File: config.mk
export PLATFORM = sky130hd
export DESIGN_NAME = pipelined_adder
export DESIGN_NICKNAME = d
export VERILOG_FILES = /design/src/rtl/pipelined_adder.sv
export SDC_FILE = /design/constraint.sdc
export NUM_CORES = 1
export LEC_CHECK = 0
export CAP_MARGIN = 5
export CORE_MARGIN = 1.5
export CORE_UTILIZATION = 50
export CTS_CLUSTER_DIAMETER = 50
export CTS_CLUSTER_SIZE = 14
export DETAILED_ROUTE_END_ITERATION = 16
export PLACE_DENSITY_LB_ADDON = 0.25
export SYNTH_ARGS = -nofsm -noshare
export SYNTH_HDL_FRONTEND = slang
export SYNTH_SLANG_ARGS = --single-unit
File: constraint.sdc
create_clock -name clk -period 5.15 [get_ports clk]
set_input_delay 1.03 -clock clk [delete_from_list [all_inputs] [get_ports clk]]
set_output_delay 1.03 -clock clk [all_outputs]
set_load 0.05 [all_outputs]
File: src/rtl/pipelined_adder.sv
// Segmented carry-ripple adder: one pipeline stage per SEG_WIDTH-bit slice, NSTAGE cycles latency.
// Backpressure stalls the whole pipe (in_ready = out_ready | ~out_valid); optional PIPELINED_ADDER_SUB_EN adds a subtract port.
module pipelined_adder #(
    parameter int WIDTH     = 8,
    parameter int SEG_WIDTH = 4
) (
    input  logic             clk,
    input  logic             rst,
    input  logic             in_valid,
    output logic             in_ready,
    input  logic [WIDTH-1:0] a,
    input  logic [WIDTH-1:0] b,
    input  logic             carry_in,
`ifdef PIPELINED_ADDER_SUB_EN
    input  logic             sub,
`endif
    output logic             out_valid,
    input  logic             out_ready,
    output logic [WIDTH-1:0] sum,
    output logic             carry_out,
    output logic             overflow
);

    localparam int SEG_W  = (SEG_WIDTH < 1) ? 1 : SEG_WIDTH;
    localparam int NSTAGE = (WIDTH / SEG_W < 1) ? 1 : WIDTH / SEG_W;

    generate
        if (SEG_WIDTH < 1 || (WIDTH % SEG_W) != 0) begin : g_bad_cfg
            $error("pipelined_adder: WIDTH must be a positive multiple of SEG_WIDTH");
        end
    endgenerate

    logic              adv;
    logic [NSTAGE-1:0] vld_q, vld_d;
    logic [NSTAGE-1:0] cy_q, cy_d;
    logic [WIDTH-1:0]  a_q   [NSTAGE];
    logic [WIDTH-1:0]  a_d   [NSTAGE];
    logic [WIDTH-1:0]  b_q   [NSTAGE];
    logic [WIDTH-1:0]  b_d   [NSTAGE];
    logic [WIDTH-1:0]  sum_q [NSTAGE];
    logic [WIDTH-1:0]  sum_d [NSTAGE];
    logic              ovf_q, ovf_d;

    logic [WIDTH-1:0]  b_eff;
    logic              cin_eff;
    logic              cur_v;
    logic              cur_c;
    logic [WIDTH-1:0]  cur_a, cur_b, cur_s, nxt_s;
    logic [SEG_W:0]    seg;
    logic              ovf_new;

    assign adv      = out_ready | ~out_valid;
    assign in_ready = adv;

    // Subtraction folds into the adder as a + ~b + 1 at the input boundary.
`ifdef PIPELINED_ADDER_SUB_EN
    assign b_eff   = sub ? ~b : b;
    assign cin_eff = sub ? 1'b1 : carry_in;
`else
    assign b_eff   = b;
    assign cin_eff = carry_in;
`endif

    // Walk the stages in order; cur_* is the input to stage k, i.e. the
    // ports for stage 0 and the registers of stage k-1 afterwards.
    always_comb begin
        cur_v   = in_valid;
        cur_a   = a;
        cur_b   = b_eff;
        cur_s   = '0;
        cur_c   = cin_eff;
        seg     = '0;
        nxt_s   = '0;
        ovf_new = 1'b0;
        vld_d   = vld_q;
        cy_d    = cy_q;
        for (int k = 0; k < NSTAGE; k++) begin
            seg = {1'b0, cur_a[k*SEG_W +: SEG_W]}
                + {1'b0, cur_b[k*SEG_W +: SEG_W]}
                + {{SEG_W{1'b0}}, cur_c};
            nxt_s = cur_s;
            nxt_s[k*SEG_W +: SEG_W] = seg[SEG_W-1:0];
            if (k == NSTAGE - 1) begin
                // carry into the MSB is recovered as a ^ b ^ sum at that bit
                ovf_new = cur_a[WIDTH-1] ^ cur_b[WIDTH-1] ^ seg[SEG_W-1] ^ seg[SEG_W];
            end
            vld_d[k] = adv ? cur_v : vld_q[k];
            cy_d[k]  = adv ? seg[SEG_W] : cy_q[k];
            a_d[k]   = adv ? cur_a : a_q[k];
            b_d[k]   = adv ? cur_b : b_q[k];
            sum_d[k] = adv ? nxt_s : sum_q[k];
            cur_v    = vld_q[k];
            cur_a    = a_q[k];
            cur_b    = b_q[k];
            cur_s    = sum_q[k];
            cur_c    = cy_q[k];
        end
        ovf_d = adv ? ovf_new : ovf_q;
    end

    always_ff @(posedge clk) begin
        if (rst) begin
            vld_q <= '0;
            cy_q  <= '0;
            ovf_q <= 1'b0;
            for (int k = 0; k < NSTAGE; k++) begin
                a_q[k]   <= '0;
                b_q[k]   <= '0;
                sum_q[k] <= '0;
            end
        end else begin
            vld_q <= vld_d;
            cy_q  <= cy_d;
            ovf_q <= ovf_d;
            for (int k = 0; k < NSTAGE; k++) begin
                a_q[k]   <= a_d[k];
                b_q[k]   <= b_d[k];
                sum_q[k] <= sum_d[k];
            end
        end
    end

    assign out_valid = vld_q[NSTAGE-1];
    assign sum       = sum_q[NSTAGE-1];
    assign carry_out = cy_q[NSTAGE-1];
    assign overflow  = ovf_q;

endmodule

==> Word-level counts from Yosys, hierarchy flattened <==
Memories as Yosys holds them, arrays and structs flattened.
Cells that the tools add are included.
{ "word_totals": {"ff_bits": 5, "ram_bits": 48, "input_bits": 21, "wordCells": 38, "mem_count": 3} }
{ "memory_table": {"columns": ["name", "words", "width", "rd", "rd_ports_with_merged_regs", "write_ports", "line_no", "source"], "rows": [
  ["a_q", 2, 8, 1, 0, 2, "36", "logic [WIDTH-1:0] a_q [NSTAGE];"],
  ["b_q", 2, 8, 1, 0, 2, "38", "logic [WIDTH-1:0] b_q [NSTAGE];"],
  ["sum_q", 2, 8, 2, 0, 2, "40", "logic [WIDTH-1:0] sum_q [NSTAGE];"]
]} }
{ "op_classes": {"addsub": 4, "eq_ne": 1, "n_mux": 15, "bitwise_logic": 11, "reduce_logical": 1} }
{ "op_table": {"columns": ["cell", "count"], "rows": [
  ["8-bit 2-to-1 mux", 12],
  ["4-bit by 4-bit adder with 5-bit output", 2],
  ["5-bit by 1-bit adder with 5-bit output", 2],
  ["1-bit OR", 7],
  ["1-bit 2-to-1 mux", 3],
  ["1-bit bitwise XOR", 3],
  ["2-bit AND reduction", 1],
  ["1-bit != test, second input constant", 1],
  ["1-bit NOT", 1]
]} }

==> Depth between registers and ports, before layout <==
{ "logic_depth": {"depth_word": 5, "depth_mapped": 7, "mapped_depth_nobuf": 7} }

==> Worst setup path before layout <==
No wires, ideal clock.
{ "synth_path": {"kind": "in2out", "start": "in out_ready", "end": "out in_ready", "t_arrival_ns": 1.476, "t_required_ns": 4.120, "path_slack_ns": 2.644, "cell_stages": 4, "path_cell_list": "nor2b_4 buf_6 inv_2 buf_6"} }
{ "synth_via": {"elab_chain_cells": 1} }
{ "synth_lines": {"columns": ["element", "line_no", "source"], "rows": [
  ["from (decl)", "18", "input logic out_ready,"],
  ["1-bit OR", "52", "assign adv = out_ready | ~out_valid;"],
  ["to (decl)", "10", "output logic in_ready,"]
]} }
Every way passes these cells.

==> Worst setup path in the final report <==
Ends and elaborated chain as after synthesis.

==> metrics.cfg <==
[placement]
place.gp.congestion = 0.830
io_buffer_count = 32
post_dp_cell_area_mm2 = 0.00150
place_inst = 173
dp_hpwl_um = 1440

[timing]
setup_viol = 0
worst_clock_skew_ps = 3.66
timing.hold.ws_ps = 460
hold_viol = 0
finalMaxSlewViolations = 0
tns_ps = 0
fin_crit_ps = 3870
fin_crit_sh_pct = 75.1
relSlewSlack_pct = 41.1
tightest_slew_ps = 880
rsz0062_at_grt = no
fmaxAchievable_mhz = 259

[clocking]
cts_tree = yes
cts_resized = 0
worstSkewPairLatency_ps = 310
clockBufferDepth = 2
h-tree-depth = 1
clock-sinks = 25
clk_pin_slew_worst_paths_ps = 120
clockRootBuffer = clkbuf_4
hold_buffers = 0
cts_buffers = 3
postCtsSetupBuffers = 0

[logic_synthesis]
synth_top_area_share_pct = 28.7
yosys_warnings = 0
ys_types = 25
syn_inst = 119
synth_edf_count = 8
synth-seq-area-share_pct = 49.0
synth_fp_nets = 150
synth_area_per_cell_um2 = 9.96
yosys.area.top_type = dfxtp_1
ys_top_cells_by_count = 17 x dfxtp_1, 15 x nand2_1, 12 x a21oi_1, 12 x nor2_1, 10 x nor2b_1
ys_async_sr_fraction_pct = 0
synth-seq-cells = 25
synth_area_leaders = dfxtp_1 29%, edfxtp_1 20%, fa_1 6.8%
synth_most_common_cell = dfxtp_1
synthFlopType = dfxtp_1
syn-cell-area_mm2 = 0.00118

[min_path]
hold_class = reg2reg

[global_route]
grt_max_degree = 30
grt.total_usage_pct = 16.4
grt_pass1_wl_um = 3270
grt_pass1_vias = 797
grt_antenna_before_repair = 0
gr-total-overflow = 0

[setup_path]
path_delay_family = buffers and inverters
path_common_cell = clkdlybuf4s50_1
cp.required_ps = 4120
end_kind = output pin
crit_type = in2out
max_stage_delay_ps = 750
rrSetupSlack_ps = 3320
cp_slowest_cell = clkdlybuf4s50_1
crit_fanout = 19
start_kind = input port
arrival_ps = 2840
cp_num_buf_inv = 3
path_cells = clkdlybuf4s50_1 -> nor2b_4 -> inv_2 -> clkdlybuf4s50_1

[detailed_routing]
vias_per_cell = 4.98
vias = 881
routedWlPerCell_um = 10.6
wirelength_um = 1880
drt-initial-drc-count = 5
antenna_left = 0
route.detailed.drc = 0
firstDrtPassIters = 4

[floorplan]
ios = 33
start_util_pct = 53.1
die_area_mm2 = 0.00267
die_h_um = 51.7
core_area_mm2 = 0.00223
num_rows = 17
die_x_um = 51.7

[status]
status = finished, final reports clean

[flow_run]
max_cap_violations = 0

[final_layout]
insertedDiodeCount = 0
drive_gt1_share_pct = 3.36
syn_to_final_growth_pct = 28.8
final_nets = 181
stdcell_area_mm2 = 0.00153
instances_no_fill = 177

[pwr]
p_per_area_mw_per_mm2 = 276
leakage_nw = 0.618
ir_drop_uv = 230

-- state kept, by name, indices dropped and copies added (netlist names) --
| register | flops |
|---|---|
| a_q | 4 |
| b_q | 4 |
| cy_q | 2 |
| overflow | 1 |
| sum_q | 12 |
| vld_q | 2 |
-- worst register-to-register path, stage by stage, from the launching register on --
cell,delay [ps]
dfxtp_1,380
fa_1,220
inv_1,60
fa_1,370
nand2b_1,170
a21oi_1,200
xor2_1,90
a211oi_1,250
-- logic make-up after synthesis --
kind of cell             Yosys count  share of synthesized area, %
adder cells (fa/ha/maj)           10                          13.1
AND/OR/NAND/NOR                   49                          20.9
flip-flops                        25                          49.0
XOR/XNOR                           2                          1.48
AO/OA/AOI/OAI                     20                          9.93
buffers and inverters             13                          5.60
-- cell usage in the layout (no fill, tap or decap) --
master / Yosys / layout
a21o_1: 2 / 2
clkbuf_4: 0 / 3
dfxtp_1: 17 / 17
ha_1: 6 / 6
o21ai_0: 1 / 1
nor2_1: 12 / 12
nor2b_1: 10 / 10
nor3_1: 2 / 2
or4_1: 1 / 1
clkdlybuf4s50_1: 0 / 32
xor2_1: 2 / 2
nand2b_1: 3 / 3
nor2b_4: 1 / 1
nand4b_1: 1 / 1
nand3_1: 2 / 2
inv_1: 6 / 6
a211oi_1: 4 / 4
nand3b_1: 2 / 2
nand2_1: 15 / 15
inv_2: 1 / 1
edfxtp_1: 8 / 8
o31ai_1: 1 / 1
clkbuf_1: 0 / 1
a21oi_1: 12 / 12
fa_1: 4 / 4
-- power breakdown --
part / switching [mW] / internal, mW
logic: 0.0602 / 0.0481
registers: 0.00833 / 0.221
clock network: 0.0536 / 0.0302
-- metrics by stage --
| step | utilization (%) | power, mW | setup slack [ps] |
|---|---|---|---|
| floorplan | - | 0.303 | 2640 |
| global placement | 67.2 | 0.341 | 1300 |
| detailed placement | 67.2 | 0.343 | 1280 |
| CTS | 68.3 | 0.425 | 1270 |
| global route | 68.3 | 0.445 | 1160 |
| finish | 68.3 | 0.421 | 1280 |
-- routing by layer --
layer	up-vias	GRT usage [%]	wire, µm
li1	457	-	-
met1	402	19.9	874
met2	22	28.8	913
met3	0	6.03	87
met4	0	1.32	0
met5	-	0	0
-- final cells by class --
type                            instances  area (µm²)
Multi-Input combinational cell         81         538
Inverter                                7        26.3
Timing Repair Buffer                   32         320
Clock buffer                            4        26.3
Tap cell                               28        35.0
Sequential cell                        25         581
Fill cell                             198         707
-- worst paths after layout --
check	from	to	cells past startpoint
worst min-delay path	sum_q[0][10]	sum_q[0][10]	2
worst max register to register	cy_q[0]	overflow	7
worst min register to register	sum_q[0][10]	sum_q[0][10]	2
worst max-delay path	out_ready	in_ready	4
Power figures use the tool's default switching activity.
